===== src/rtl/row_packer_pkg.sv =====
// row_packer_pkg: shared defaults and the index-width helper for the row packer slice.
//   DEF_VALUE_BITS / DEF_WIDTH / DEF_CHANNELS : default geometry (8-bit values, 28-pixel rows, 1 channel)
//   clog2(n) : index width for n entries, never narrower than 1 bit
package row_packer_pkg;

    localparam int DEF_VALUE_BITS = 8;
    localparam int DEF_WIDTH      = 28;
    localparam int DEF_CHANNELS   = 1;

    function automatic int clog2(input int n);
        int w;
        w = 0;
        while ((1 << w) < n) w++;
        return (w < 1) ? 1 : w;
    endfunction

endpackage


===== src/rtl/row_packer_if.sv =====
// row_packer_if: pixel-stream in / row out handshake bundle.
//   in_value_i/in_valid_i/in_last_i -> packer, in_accept_o <- packer   (pixel side)
//   out_row_o/out_row_valid_o/out_row_last_o <- packer, out_row_accept_i -> packer (row side)
//   master: the environment (pixel source + row consumer); slave: the packer.
interface row_packer_if
    import row_packer_pkg::*;
#(
    parameter int VALUE_BITS = DEF_VALUE_BITS,
    parameter int WIDTH      = DEF_WIDTH,
    parameter int CHANNELS   = DEF_CHANNELS
);
    logic [CHANNELS-1:0][VALUE_BITS-1:0]            in_value_i;
    logic                                           in_valid_i;
    logic                                           in_accept_o;
    logic                                           in_last_i;
    logic [WIDTH-1:0][CHANNELS-1:0][VALUE_BITS-1:0] out_row_o;
    logic                                           out_row_valid_o;
    logic                                           out_row_accept_i;
    logic                                           out_row_last_o;

    modport master (
        output in_value_i, in_valid_i, in_last_i, out_row_accept_i,
        input  in_accept_o, out_row_o, out_row_valid_o, out_row_last_o
    );

    modport slave (
        input  in_value_i, in_valid_i, in_last_i, out_row_accept_i,
        output in_accept_o, out_row_o, out_row_valid_o, out_row_last_o
    );
endinterface


===== src/rtl/row_packer_row_buffer.sv =====
// row_buffer: WIDTH x CHANNELS register bank holding one row.
//   clock_i : rising-edge clock
//   wr_en   : write pix into column col this cycle
//   col     : column index
//   pix     : one pixel, all channels
//   row     : whole row, unmasked
// No reset: contents are only meaningful once the owning flag marks the row full.
module row_buffer #(
    parameter int VALUE_BITS = 8,
    parameter int WIDTH      = 28,
    parameter int CHANNELS   = 1,
    parameter int COL_W      = 5
) (
    input  logic                                           clock_i,
    input  logic                                           wr_en,
    input  logic [COL_W-1:0]                               col,
    input  logic [CHANNELS-1:0][VALUE_BITS-1:0]            pix,
    output logic [WIDTH-1:0][CHANNELS-1:0][VALUE_BITS-1:0] row
);
    always_ff @(posedge clock_i) begin
        if (wr_en) row[col] <= pix;
    end
endmodule


===== src/rtl/row_packer.sv =====
// row_packer: packs a pixel stream into full-width rows, ping-pong buffered.
//   clock_i : rising-edge clock
//   reset_i : synchronous active-high reset; discards any partial row and pending rows
//   bus     : row_packer_if slave (pixel in handshake, row out handshake)
// One buffer fills while the other waits for the consumer; rows leave in fill order.
module row_packer
    import row_packer_pkg::*;
#(
    parameter int VALUE_BITS = DEF_VALUE_BITS,
    parameter int WIDTH      = DEF_WIDTH,
    parameter int CHANNELS   = DEF_CHANNELS
) (
    input  logic       clock_i,
    input  logic       reset_i,
    row_packer_if.slave bus
);
    localparam int COL_W = clog2(WIDTH);
    localparam int LEN_W = clog2(WIDTH + 1);

    typedef logic [WIDTH-1:0][CHANNELS-1:0][VALUE_BITS-1:0] row_t;

    logic [COL_W-1:0] col;
    logic             fill_sel, rd_sel;
    logic [1:0]       full, last;
    logic [LEN_W-1:0] len [2];

    logic       take, row_done, drain;
    logic [1:0] wr_en;
    row_t       buf_row [2];
    row_t       out_row;
    row_t       sel_row;
    logic [LEN_W-1:0] rd_len;

    // Accept depends only on registered state (and reset), never on in_valid_i.
    assign bus.in_accept_o = !full[fill_sel] && !reset_i;
    assign take     = bus.in_valid_i && bus.in_accept_o;
    assign row_done = take && (col == COL_W'(WIDTH - 1) || bus.in_last_i);
    assign drain    = full[rd_sel] && bus.out_row_accept_i;
    assign wr_en    = take ? (fill_sel ? 2'b10 : 2'b01) : 2'b00;

    for (genvar b = 0; b < 2; b++) begin : g_buf
        row_buffer #(
            .VALUE_BITS(VALUE_BITS),
            .WIDTH     (WIDTH),
            .CHANNELS  (CHANNELS),
            .COL_W     (COL_W)
        ) u_buf (
            .clock_i(clock_i),
            .wr_en  (wr_en[b]),
            .col    (col),
            .pix    (bus.in_value_i),
            .row    (buf_row[b])
        );
    end

    // A fill can only target an empty buffer and a drain only a full one, so the
    // two updates below never touch the same flag in one cycle.
    always_ff @(posedge clock_i) begin
        if (reset_i) begin
            col      <= '0;
            fill_sel <= 1'b0;
            rd_sel   <= 1'b0;
            full     <= '0;
            last     <= '0;
        end else begin
            if (take) col <= row_done ? '0 : col + 1'b1;
            if (row_done) begin
                full[fill_sel] <= 1'b1;
                last[fill_sel] <= bus.in_last_i;
                len[fill_sel]  <= LEN_W'(col) + 1'b1;
                fill_sel       <= ~fill_sel;
            end
            if (drain) begin
                full[rd_sel] <= 1'b0;
                rd_sel       <= ~rd_sel;
            end
        end
    end

    // Partial rows are masked here rather than cleared in the buffer; stale
    // columns from an earlier row never reach the consumer.
    assign sel_row = buf_row[rd_sel];
    assign rd_len  = len[rd_sel];

    for (genvar c = 0; c < WIDTH; c++) begin : g_mask
        assign out_row[c] = (full[rd_sel] && (LEN_W'(c) < rd_len)) ? sel_row[c] : '0;
    end

    assign bus.out_row_o       = out_row;
    assign bus.out_row_valid_o = full[rd_sel];
    assign bus.out_row_last_o  = last[rd_sel] & full[rd_sel];
endmodule

===== src/flat_wrapper.sv =====
// flat-port wrapper written by rule: the top's interface ports become plain ports
module row_packer_flat import row_packer_pkg::*;
#(
    parameter int VALUE_BITS = DEF_VALUE_BITS,
    parameter int WIDTH      = DEF_WIDTH,
    parameter int CHANNELS   = DEF_CHANNELS
)
  (clock_i, reset_i, bus_in_value_i, bus_in_valid_i, bus_in_last_i, bus_out_row_accept_i, bus_in_accept_o, bus_out_row_o, bus_out_row_valid_o, bus_out_row_last_o);
  row_packer_if #(.VALUE_BITS(VALUE_BITS), .WIDTH(WIDTH), .CHANNELS(CHANNELS)) bus_i ();
  input  logic clock_i;
  input  logic reset_i;
  input wire logic [$bits(bus_i.in_value_i)-1:0] bus_in_value_i;
  input wire logic [$bits(bus_i.in_valid_i)-1:0] bus_in_valid_i;
  input wire logic [$bits(bus_i.in_last_i)-1:0] bus_in_last_i;
  input wire logic [$bits(bus_i.out_row_accept_i)-1:0] bus_out_row_accept_i;
  output wire logic [$bits(bus_i.in_accept_o)-1:0] bus_in_accept_o;
  output wire logic [$bits(bus_i.out_row_o)-1:0] bus_out_row_o;
  output wire logic [$bits(bus_i.out_row_valid_o)-1:0] bus_out_row_valid_o;
  output wire logic [$bits(bus_i.out_row_last_o)-1:0] bus_out_row_last_o;
  assign bus_i.in_value_i = bus_in_value_i;
  assign bus_i.in_valid_i = bus_in_valid_i;
  assign bus_i.in_last_i = bus_in_last_i;
  assign bus_i.out_row_accept_i = bus_out_row_accept_i;
  assign bus_in_accept_o = bus_i.in_accept_o;
  assign bus_out_row_o = bus_i.out_row_o;
  assign bus_out_row_valid_o = bus_i.out_row_valid_o;
  assign bus_out_row_last_o = bus_i.out_row_last_o;
  row_packer #(.VALUE_BITS(VALUE_BITS), .WIDTH(WIDTH), .CHANNELS(CHANNELS)) u_core (.clock_i(clock_i), .reset_i(reset_i), .bus(bus_i));
endmodule

===== config.mk =====
export PLATFORM = sky130hd
export DESIGN_NAME = row_packer_flat
export DESIGN_NICKNAME = d
export VERILOG_FILES = /design/src/rtl/row_packer_pkg.sv /design/src/rtl/row_packer_if.sv /design/src/rtl/row_packer_row_buffer.sv /design/src/rtl/row_packer.sv /design/src/flat_wrapper.sv
export SDC_FILE = /design/constraint.sdc
export NUM_CORES = 1
export LEC_CHECK = 0
export BUFFER_PORTS_ARGS = -buffer_cell sky130_fd_sc_hd__buf_2
export CELL_PAD_IN_SITES_DETAIL_PLACEMENT = 0
export CELL_PAD_IN_SITES_GLOBAL_PLACEMENT = 1
export CORE_MARGIN = 2
export CORE_UTILIZATION = 44
export DETAILED_ROUTE_END_ITERATION = 10
export PLACE_DENSITY = 0.79
export SETUP_SLACK_MARGIN = 0.4
export SYNTH_ARGS = -nofsm -noshare
export SYNTH_HDL_FRONTEND = slang
export SYNTH_SLANG_ARGS = --single-unit

===== constraint.sdc =====
create_clock -name clock_i -period 2.1 [get_ports clock_i]
set_input_delay 0.105 -clock clock_i [delete_from_list [all_inputs] [get_ports clock_i]]
set_output_delay 0.105 -clock clock_i [all_outputs]
set_load 0.1 [all_outputs]

======== Word level (Yosys, flattened, before mapping) ========
Memories as Yosys holds them, arrays and structs flattened. A register that Yosys moved wholly into a read port is not among the register bits.
Cells that the tools add are included.
storage, ports and cells
  register bits ........................... 459
  bits in writable memories ............... 10
  bits of input ports ..................... 13
  output and inout bits ................... 227
  logic and storage cells ................. 201
  memories kept ........................... 1
operators by class
  $add $sub $neg .......................... 1
  magnitude comparators ................... 35
  equality and inequality tests ........... 1
  mux-type cells .......................... 57
  bitwise operators ....................... 7
  reduce and logical (&&, ||, !) cells .... 38
memory list
  name        depth  width  read ports  clocked after Yosys merged registers in  wr ports  RTL line          source
  u_core.len  2      5      1           1                                        1         row_packer.sv:25  logic [LEN_W-1:0] len [2];
operator list
  kind                   count
  $mux W224              3
  $bwmux W224            2
  $mux W8                29
  $lt A5 B5 Y1 const A   12
  $demux W8 S5           1
  $lt A4 B5 Y1 const A   8
  $logic_and A1 B1 Y1    35
  $lt A3 B5 Y1 const A   4
  $mux W1                13
  $lt A1 B5 Y1 const A   2
  $lt A2 B5 Y1 const A   2
  $mux W2                5
  $lt A5 B6 Y1 const B   1
  $add A5 B1 Y5 const B  1
  $eq A5 B5 Y1 const B   1
  $ge A5 B1 Y1 const B   1
  $mux W5                1
  $lt A1 B2 Y1 const B   2
  $and A2 B2 Y2          1
  $bwmux W2              1
  $demux W1 S1           2
  $ge A1 B1 Y1 const B   2
  $ge A2 B2 Y1 const B   1
  $logic_not A1 Y1       2
  6 further kinds        7

======== Depth between registers and ports, before layout ========
Gate-level depths: netlist of the first run.
  depth in word-level cells ............... 10
  depth in mapped cells ................... 6
  gate-level depth less buffers ........... 4

======== Cells and area by module ========
A second synthesis of the first run with hierarchy kept.
unflattened totals
  cells, all modules ...................... 1177
  area total of the unflattened synthesis .. 19137.1 um^2
by module, submodules not included
  module                              times used  cells each  area each (um^2)  sequential area each (um^2)
  row_buffer (u_core.g_buf[0].u_buf)  1           269         6966.7            6726.5
  row_buffer (u_core.g_buf[1].u_buf)  1           267         6945.4            6726.5
  row_packer                          1           641         5225.0            540.5

======== Worst setup path before layout of the first run ========
Ideal clock, no wire load.
  path type ............................... reg-to-output
  start ................................... reg with a tool-made name
  end ..................................... out bus_out_row_o[112]
  arrival time ............................ 3262 ps
  data required time ...................... 1995 ps
  setup slack ............................. -1267 ps
  cell stages (with the launch flop) ...... 7
  buffers on the path ..................... 2
  cell sequence ........................... dfxtp_1 buf_6 buf_2 nand3_1 a21oi_1 a21oi_1 nor3_1
RTL lines
  what              RTL line            source
  end: declaration  flat_wrapper.sv:17  output wire logic [$bits(bus_i.out_row_o)-1:0] bus_out_row_o;

==> results of run 1 <==
==> worst max-delay path, stage by stage (launching register included) <==
cell	delay, ps
edfxtp_1	590
buf_6	170
nand3_4	100
a21oi_4	250
a21oi_4	120
buf_12	170
nor3_4	200
buf_12	200
==> routing by layer <==
| layer | part of all wire, % | GRT usage, % |
|---|---|---|
| met1 | 40 | 30.4 |
| met2 | 53 | 41.2 |
| met3 | 5.2 | 3.41 |
| met4 | 2.1 | 5.66 |
| met5 | 0 | 0 |
==> area by class of cell <==
class	count	area, um2
Antenna cell	1	2.50
Tap cell	532	666
Timing Repair Buffer	423	7140
Inverter	5	21.3
Fill cell	2379	10900
Clock inverter	24	196
Clock buffer	58	1260
Sequential cell	470	14000
Multi-Input combinational cell	631	6830
==> power by group through the flow <==
stage	registers (W)	logic (W)	clock network (W)
2_1_floorplan	0.0105	0.000782	0
3_3_place_gp	0.0105	0.00133	0
3_5_place_dp	0.0105	0.00135	0
4_1_cts	0.0103	0.00161	0.00806
5_1_grt	0.0103	0.00173	0.00843
6_report	0.0103	0.00168	0.00795
==> timing repair <==
action | 4_1_cts | 5_1_grt
setup buffers | 29 | 15
gates cloned | 11 | 1
gates resized for setup | 427 | 181
endpoints found under the setup margin | 681 | 629
hold buffers | 3 | 0
pin swaps | 66 | 94
endpoints found under the hold margin | 10 | 0
==> logic make-up after synthesis <==
logic type / share of synthesized area [%]
flops: 76.0
simple gates: 7.92
mux: 12.8
buf+inv: 1.12
compound gates: 1.73
fa+ha+maj: 0.272
xor+xnor: 0.143
==> per-stage QoR <==
step | cell area, um2 | setup WS, ps | hold WS (ps) | total power, W
floorplan | 19700 | -256 | 204 | 0.0113
CTS | 29200 | -311 | 58.7 | 0.0200
global route | 30100 | -425 | 72.4 | 0.0205
global placement | 25300 | -10.0 | 359 | 0.0118
finish | 30100 | -367 | 69.4 | 0.0200
detailed placement | 25300 | -74.5 | 366 | 0.0119
==> placed cells by master, fill, tap and decap left out, types with 5 or more instances in the layout <==
| cell | instances |
|---|---|
| edfxtp_1 | 458 |
| buf_8 | 11 |
| nor2_2 | 10 |
| nor2_1 | 31 |
| clkbuf_1 | 9 |
| nor3_4 | 25 |
| clkinv_1 | 10 |
| buf_16 | 10 |
| mux2i_4 | 12 |
| buf_2 | 11 |
| nand3b_1 | 6 |
| mux2i_2 | 7 |
| nand3_1 | 6 |
| nand3_4 | 5 |
| clkinv_2 | 6 |
| nor2_4 | 224 |
| clkbuf_16 | 50 |
| buf_12 | 271 |
| buf_4 | 59 |
| dfxtp_2 | 5 |
| o21ai_4 | 15 |
| nand2_4 | 11 |
| mux2i_1 | 211 |
| buf_6 | 52 |
| a21oi_1 | 6 |
==> state kept, by name (all words and copies together), names as in the netlist, named ones only <==
signal and flops:
u_core.col 5, u_core.fill_sel 1, u_core.full 2, u_core.g_buf.u_buf.row 448, u_core.last 2, u_core.len 10
u_core.rd_sel 1
==> worst max path at each step <==
| stage | end | slack [ps] |
|---|---|---|
| after detailed placement | bus_out_row_o[180] | -70 |
| final | bus_out_row_o[118] | -370 |
| after floorplan | bus_out_row_o[136] | -260 |
| after global placement | bus_out_row_o[176] | -10 |
| after global routing | bus_out_row_o[118] | -420 |
| after CTS | bus_out_row_o[151] | -310 |
==> results.md, run 1 <==
- CP Launch Type: flop
- Placer Congestion: around 0.85
- Synthesized instance count: approximately 1,100
- CP Capture Type: output port
- Fin. Hold Viols: 0
- Non-filler cells, final: ~2,100
- WS Path Type: flop to output port
- MaxCap Viol Count: 0
- Failing checks: negative setup slack
- Max FO, Critical Path: 8
- Syn Area/Cell: roughly 16 um2
- Leading area contributor after synthesis: edfxtp_1
- Starting Density: between 40% and 50%
- Die area: 0.0435 mm2
- Clock share of power: 39.9%
- CP Launch Point: u_core.len[1][1]
- Max_slew headroom: 52.3%
- Fmax: 405 MHz
- Worst min-delay path class: primary input to flop
- Core area: just over 0.04 mm2
- Synth Warn #: 0
- Overall Global Routing Usage: 23.3%
- Comb power frac: around 8.4%
- Vias in the first global route: roughly 12,000
- Tcrit/Tclk final: 117%
- Via Count: between 10,000 and 15,000
- EDFF count, synth: 458
- Hold path start: bus_in_value_i[0]
- Nets: approximately 1,600
- Die height: approximately 210 um
- Synth cell types: between 40 and 50
- Final core utilization: 73.5%
- Pwr dens: roughly 660 mW/mm2
- Die Wd: 209 um
- Dominant synthesized flop cell: edfxtp_1
- Largest net degree at the start of global routing: between 50 and 60
- Clock Latency Late Sink: between 500 and 600 ps
- Placement Rows: 74
- Setup ws final: -367 ps
- Synth top area share: approximately 75%
- Final setup fails: 217
- Seq pwr share: between 50% and 60%
- Initial drt markers: ~800
- Root Driver: clkbuf_16
- Placed Cells: around 2,000
- Async SR Flop Fraction: 0%
- Final TNS setup: -54,420 ps
- FF-to-FF setup slack: 310 ps
- Count leader, synth: edfxtp_1
- Congestion Overflow GR: 0
- Internal Power: 0.0155 W
- Switching component of the power: about 0.0044 W
- Worst Hold Path Cells: 1
- Dpl hpwl: roughly 30 mm
- DR pass1 iterations: 7
- Worst-Margin Slew: ~700 ps
- Worst R2R Path Depth: 3
- Peak supply drop: 0.000673 V
- Fin Clk Skew: around 16 ps
- Mapped Area: ~0.018 mm2
- Worst reg2reg path startpoint: u_core.col[2]
- Max-slew violation count: 0
- Critical Path RT: around 2000 ps
- Initial antenna violation count: 0
- ANT nets after route: 0
- Minimum clock period: ~2500 ps
- IO buf count: between 200 and 250
- Num CTS Buffers: 47
- Register clock-pin slew on the reported worst setup and hold paths: ~60 ps
- H-tree depth: 2
- Wirelength per Cell: ~24 um
- Synth Net Count: between 1,000 and 1,500
- #FFs+latches synth: 470
- CTS Sinks: 470
- CTS tree: done
- Commonest cells in the netlist: edfxtp_1, nor2_1, mux2i_1
- Vias per Instance: 5.35
- Sw Share: roughly 22%
- Seq/Total Area, Yosys: 76.0%
- Ports: 240
- RSZ-0062 raised after global routing: yes
- Max clock buf depth: 3
- Area growth syn-to-layout: 63.7%
- Leak: between 9 and 10 nW
- Drt drc: 0
- Top cells by area, synth: edfxtp_1, mux2i_1, nor2_1
- Status: finished with violations
- First-pass GRT wire length: between 70 and 80 mm
- Layout cells sized above 1: between 50% and 60%
- Hold-critical path endpoint: u_core.g_buf[0].u_buf.row[128]
- R2R Path End: u_core.g_buf[1].u_buf.row[37]
- Arrival time at the worst endpoint: roughly 2400 ps
- Routed wire length: approximately 51 mm
(Power assumes the default switching activity.)
==> inputs of run 2 (changes only) <==
Settings changed: BUFFER_PORTS_ARGS -buffer_cell sky130_fd_sc_hd__buf_2 to unset, CORE_UTILIZATION 44 to 48, DONT_BUFFER_PORTS set to 1, PLACE_DENSITY 0.79 to 0.78.
==> run 2 against run 1 <==
The run still ends with negative setup slack left. Sequential share of layout area rose by 1.0 points. Cell area fell by 2.1%. Non-clock buffer count fell by 8. Flip-flop and latch count did not move. Utilization rose by 4.7 points. Hold slack got worse by 48 ps. Setup slack improved by 21 ps. Via count rose by 1.3%. Clock-buffer cell count fell by 1. Maximum frequency rose by 0.86%. Wire length fell by 0.80%. Cell count fell by 1.4%. Largest cell class unchanged. Highest routed layer unchanged.
==> results.md, run 2 (synthesized netlist as in run 1, its figures left out) <==
- Die Wd: 200 um (was 209 um)
- Vias per Instance: 5.49 (was 5.35)
- Fin Clk Skew: 22.5 ps (was 16.4 ps)
- Pwr dens: 669 mW/mm2 (was 662 mW/mm2)
- Critical Path RT: 2000 ps (about the same)
- Placement Rows: 71 (was 74)
- Num CTS Buffers: 45 (was 47)
- Ports: 240 (unchanged)
- First-pass GRT wire length: 70.2 mm (was 75.3 mm)
- Most frequent cells in the layout: edfxtp_1, buf_12, mux2i_1 (was edfxtp_1, buf_12, nor2_4)
- DR pass1 iterations: 5 (was 7)
- Starting Density: 48.7% (was 44.9%)
- H-tree depth: 2 (unchanged)
- Max reg flops: 448 (unchanged)
- Max FO, Critical Path: 8 (unchanged)
- CP Launch Type: flop (unchanged)
- Largest registers: u_core.g_buf.u_buf.row x448, u_core.len x10, u_core.col x5 (unchanged)
- Max clock buf depth: 3 (unchanged)
- Setup ws final: -346 ps (was -367 ps)
- Initial antenna violation count: 0 (unchanged)
- Final TNS setup: -52,800 ps (was -54,420 ps)
- Via Count: 11,600 (was 11,500)
- Largest net degree at the start of global routing: 57 (unchanged)
- Tcrit/Tclk final: 116% (was 117%)
- CP Capture Type: output port (unchanged)
- Status: finished with violations (unchanged)
- WL met1: 20.0 mm (was 20.5 mm)
- Root Driver: clkbuf_16 (unchanged)
- Congestion Overflow GR: 0 (unchanged)
- Die height: 200 um (was 209 um)
- Area growth syn-to-layout: 60.2% (was 63.7%)
- ANT nets after route: 0 (unchanged)
- Top Metal Used: met4 (unchanged)
- Nets: 1,586 (was 1,595)
- Worst-Margin Slew: 611 ps (was 715 ps)
- Post-Place Setup Slack: -3.85 ps (was -74.5 ps)
- Overall Global Routing Usage: 24.0% (was 23.3%)
- Met2 wire length: 26.2 mm (was 26.9 mm)
- Wire length on met3: 3.52 mm (was 2.67 mm)
- CTS tree: done (unchanged)
- Area post-placement: 0.0257 mm2 (was 0.0253 mm2)
- Minimum clock period: 2450 ps (was 2470 ps)
- Layout cells sized above 1: 51.0% (was 51.6%)
- Fin. Hold Viols: 0 (unchanged)
- Die area: 0.0399 mm2 (was 0.0435 mm2)
- Max_slew headroom: 59.2% (was 52.3%)
- Peak supply drop: 0.000709 V (was 0.000673 V)
- Core area: 0.0378 mm2 (was 0.0410 mm2)
- Vias in the first global route: 11,400 (was 11,900)
- Most common cell after layout, fill and taps aside: edfxtp_1 (unchanged)
- Max-slew violation count: 0 (unchanged)
- Fill cells: 1,958 (was 2,379)
- Leak: 9.48 nW (was 9.66 nW)
- Wirelength per Cell: 24.0 um (was 23.8 um)
- Antenna cells: 0 (was 1)
- Fmax: 409 MHz (was 405 MHz)
- Drt drc: 0 (unchanged)
- Design Area, Final: 0.0295 mm2 (was 0.0301 mm2)
- Worst min-delay path class: primary input to flop (unchanged)
- Routed wire length: 50.7 mm (was 51.1 mm)
- Final core utilization: 78.1% (was 73.5%)
- MaxCap Viol Count: 0 (unchanged)
- IO buf count: 0 (was 239)
- Register clock-pin slew on the reported worst setup and hold paths: 60 ps (about the same)
- Initial drt markers: 957 (was 803)
- Clock Latency Late Sink: 550 ps (was 560 ps)
- CTS Sinks: 470 (unchanged)
- Final setup fails: 224 (was 217)
- Failing checks: negative setup slack (unchanged)
- WS Path Type: flop to output port (unchanged)
- Dpl hpwl: 28.8 mm (was 30.6 mm)
- Arrival time at the worst endpoint: 2340 ps (was 2360 ps)
- RSZ-0062 raised after global routing: yes (unchanged)
- Placer Congestion: 0.819 (was 0.849)
- Most flops, register: u_core.g_buf.u_buf.row (unchanged)
run 2: path summary, 6_finish.rpt:
check                   from                            end  slack, ps  depth (start not counted)
min reg2reg  u_core.fill_sel                u_core.fill_sel        510                          2
max                     flop              bus_out_row_o[16]       -350                          8
min           bus_in_valid_i                  u_core.col[1]         20                          3
max reg2reg    u_core.col[0]  u_core.g_buf[0].u_buf.row[48]         90                          5
run 2: repair_timing:
action                     4_1_cts  5_1_grt
cloned                           4        9
setup endpoints to repair      677      688
hold endpoints to repair       460        0
hold buffers                    21        0
pin swaps                       15       75
buffers inserted                19       29
resized for setup              118      192
run 2: cell type report:
type | instances | area, um2 | share of cell area (%)
clock buffer | 57 | 1210 | 4.12
inverter | 5 | 23.8 | 0.0806
timing repair buffer | 415 | 6880 | 23.3
tap | 511 | 639 | 2.17
sequential | 470 | 14000 | 47.5
timing repair inverter | 1 | 6.26 | 0.0212
clock inverter | 24 | 195 | 0.662
multi-input combinational | 631 | 6520 | 22.1
run 2: where the power goes:
part	internal (W)	switching, W	total (W)
Combinational	0.000569	0.00105	0.00162
Sequential	0.0103	0.0000199	0.0103
Clock	0.00446	0.00332	0.00777
run 2: metal layers:
layer  vias to the layer above  track usage [%]
li1                       5149                -
met3                        64             4.20
met5                         -                0
met2                       478             41.7
met1                      5916             31.9
met4                         0             5.35
run 2: critical path: stages (launching register included):
cell and delay (ps):
dfxtp_4 450, buf_12 150, mux2i_4 230, o211ai_1 180, buf_4 190, o21ai_4 170, buf_12 190, nor2_4 60
buf_12 170
run 2: stage by stage:
| step | power, W | cells | hold WS, ps |
|---|---|---|---|
| global route | 0.0202 | 2114 | 36.7 |
| finish | 0.0197 | 2114 | 21.5 |
| global placement | 0.0117 | 1951 | 174 |
| floorplan | 0.0113 | 1149 | 204 |
| CTS | 0.0196 | 2076 | 5.63 |
| detailed placement | 0.0117 | 1951 | 177 |
==> inputs of run 3 (changes only) <==
Settings changed: CORE_UTILIZATION 48 to 35, PLACE_DENSITY 0.78 to 0.61, REMOVE_ABC_BUFFERS set to 1.
==> run 3 against run 2 <==
The flow still finishes with violations (negative setup slack). Via count down 5.0%. Critical path depth down 2. Power up 0.41%. Sequential share of layout area up 0.48 points. Clock power up 2%. Maximum frequency down 1.2%. Sequential power about the same. Wire length down 2.6%. Die area up 36%. Critical endpoint is now bus_out_row_o[84]. Largest cell class unchanged. Largest power group unchanged.
==> results.md, run 3 (synthesized netlist as in run 1, its figures left out) <==
- Status: finished with violations (unchanged)
- Failing checks: negative setup slack (unchanged)
- First-pass GRT wire length: 71.3 mm (was 70.2 mm)
- FF-to-FF setup slack: 220 ps (was 90 ps)
- Most flops, register: u_core.g_buf.u_buf.row (unchanged)
- Minimum clock period: 2480 ps (was 2450 ps)
- RSZ-0062 raised after global routing: yes (unchanged)
- Comb power frac: 7.9% (was 8.2%)
- Clock share of power: 40.0% (was 39.4%)
- Fin Clk Skew: 16.7 ps (was 22.5 ps)
- Worst hold margin: 183 ps (was 21.5 ps)
- Root Driver: clkbuf_16 (unchanged)
- Worst stage delay on the critical path: 500 ps (was 450 ps)
- Area growth syn-to-layout: 58.7% (was 60.2%)
- Critical path's slowest cell: or4b_4 (was dfxtp_4)
- Fill cells: 4,020 (was 1,958)
- Drt drc: 0 (unchanged)
- Num CTS Buffers: 48 (was 45)
- Ports: 240 (unchanged)
- Max_slew headroom: 56.2% (was 59.2%)
- Pwr dens: 678 mW/mm2 (was 669 mW/mm2)
- Congestion Overflow GR: 0 (unchanged)
- Initial drt markers: 592 (was 957)
- Worst R2R Path Depth: 4 (was 5)
- CP Launch Point: u_core.len[0][2]
- Most frequent cells in the layout: edfxtp_1, buf_12, mux2i_1 (unchanged)
- Fin. Hold Viols: 0 (unchanged)
- Switching component of the power: 0.00444 W (was 0.00439 W)
- Routed wire length: 49.4 mm (was 50.7 mm)
- Leak: 9.33 nW (was 9.48 nW)
- CP Capture Type: output port (unchanged)
- Wirelength per Cell: 21.6 um (was 24.0 um)
- Vias in the first global route: 11,300 (was 11,400)
- Worst min-delay path class: primary input to flop (unchanged)
- Crit-path cells: buf_6 -> or4b_4 -> a31oi_4 -> buf_12 -> nor3_2 -> clkbuf_16 (was buf_12 -> mux2i_4 -> o211ai_1 -> buf_4 -> o21ai_4 -> buf_12 -> nor2_4 -> buf_12)
- Tcrit/Tclk final: 118% (was 116%)
- Die Wd: 233 um (was 200 um)
- CTS Sinks: 470 (unchanged)
- CTS tree: done (unchanged)
- Die area: 0.0544 mm2 (was 0.0399 mm2)
- Max FO, Critical Path: 8 (unchanged)
- Overall Global Routing Usage: 17.9% (was 24.0%)
- Most common cell after layout, fill and taps aside: edfxtp_1 (unchanged)
- Nets: 1,580 (was 1,586)
- Vias per Instance: 4.82 (was 5.49)
- Max clock buf depth: 3 (unchanged)
- Final setup fails: 224 (unchanged)
- Internal Power: 0.0154 W (was 0.0153 W)
- Placement Rows: 84 (was 71)
- Worst Hold Path Cells: 2 (was 3)
- Fmax: 404 MHz (was 409 MHz)
- Sw Share: 22.4% (was 22.3%)
- Placer Congestion: 0.824 (was 0.819)
- Clock Latency Late Sink: 580 ps (was 550 ps)
- MaxCap Viol Count: 0 (unchanged)
- Dpl hpwl: 29.7 mm (was 28.8 mm)
- Register clock-pin slew on the reported worst setup and hold paths: 60 ps (about the same)
- Starting Density: 35.2% (was 48.7%)
- Worst reg2reg path startpoint: u_core.col[1] (was u_core.col[0])
- Largest net degree at the start of global routing: 57 (unchanged)
- ANT nets after route: 0 (unchanged)
- Via Count: 11,000 (was 11,600)
- Setup ws final: -377 ps (was -346 ps)
- DR pass1 iterations: 5 (unchanged)
- Die height: 233 um (was 200 um)
- WS Path Type: flop to output port (unchanged)
- Crit path to: bus_out_row_o[84] (was bus_out_row_o[16])
- Critical Path RT: 2000 ps (about the same)
- R2R Path End: u_core.len[1][4] (was u_core.g_buf[0].u_buf.row[48])
- Post-Place Setup Slack: -354 ps (was -3.85 ps)
- Max-slew violation count: 0 (unchanged)
- Largest registers: u_core.g_buf.u_buf.row x448, u_core.len x10, u_core.col x5 (unchanged)
- Core area: 0.0522 mm2 (was 0.0378 mm2)
- Seq pwr share: 52.1% (was 52.4%)
- IO buf count: 0 (unchanged)
- Peak supply drop: 0.000489 V (was 0.000709 V)
- CP Launch Type: flop (unchanged)
- Initial antenna violation count: 1 (was 0)
- Layout cells sized above 1: 47.6% (was 51.0%)
- H-tree depth: 2 (unchanged)
- Max reg flops: 448 (unchanged)
- Worst-Margin Slew: 657 ps (was 611 ps)
- Arrival time at the worst endpoint: 2370 ps (was 2340 ps)
## run 3: changes by cell type in the layout (fill, tap and decap cells not counted), moves of 6 or more
| cell | change |
|---|---|
| nor2_2 | +39 |
| buf_12 | -23 |
| buf_16 | +23 |
| mux2i_4 | -6 |
| mux2i_1 | +35 |
| buf_6 | -8 |
| mux2i_2 | -29 |
| nor3_4 | -16 |
| nor3_2 | +16 |
| nor2_4 | -44 |
## run 3: timing repair
action	CTS	global route
hold buffers	20	0
gates cloned	5	4
setup buffers	16	14
hold endpoints to repair	460	0
setup endpoints to repair	682	687
gates resized for setup	172	161
pin swaps	43	64
## run 3: layer usage
layer  wire (um)  vias up  GRT usage [%]  part of all wire, %
li1            -     5136              -                    -
met1       21100     5547           23.4                   43
met2       24800      263           30.3                   50
met3        2220       81           3.47                  4.5
met4        1280        0           5.27                  2.6
met5           0        -              0                    0
## run 3: final cells by class
type | instances | area [um2] | area share (%)
Inverter | 5 | 31.3 | 0.107
Clock inverter | 27 | 176 | 0.604
Antenna cell | 1 | 2.50 | 0.00857
Clock buffer | 60 | 1270 | 4.34
Multi-Input combinational cell | 631 | 5950 | 20.4
Sequential cell | 470 | 14000 | 48.0
Tap cell | 688 | 861 | 2.95
Timing Repair Buffer | 407 | 6900 | 23.6
## run 3: power by group through the flow
stage | clock network [W] | registers, W | logic, W
after global routing | 0.00845 | 0.0103 | 0.00162
after global placement | 0 | 0.0105 | 0.00111
after CTS | 0.00809 | 0.0103 | 0.00148
after floorplan | 0 | 0.0106 | 0.000706
after detailed placement | 0 | 0.0105 | 0.00112
final | 0.00792 | 0.0103 | 0.00156
## run 3: critical path, delay by kind of cell, from the launching register on
family,cells,cell delay [ps]
AND/OR/NAND/NOR,2,560
buffers and inverters,3,530
flip-flops,1,430
AO/OA/AOI/OAI,1,270
## run 3: stage by stage
stage	cell area (um2)	utilization, %	power, W	setup TNS (ps)	instances
3_5_place_dp	25400	48.7	0.0116	-3180	2142
2_1_floorplan	18200	-	0.0113	-2130550	1106
6_report	29200	55.9	0.0198	-58990	2289
5_1_grt	29200	55.9	0.0204	-76830	2289
4_1_cts	28300	54.1	0.0199	-62310	2270
3_3_place_gp	25400	48.7	0.0116	-2660	2142
## run 3: worst min path at each step
stage / startpoint / endpoint / slack (ps)
after floorplan: reset_i / u_core.col[2] / 170
after global placement: reset_i / u_core.rd_sel / 170
after detailed placement: reset_i / u_core.rd_sel / 180
after CTS: bus_in_valid_i / u_core.last[1] / 20
after global routing: reset_i / u_core.last[1] / 200
final: reset_i / u_core.last[1] / 180
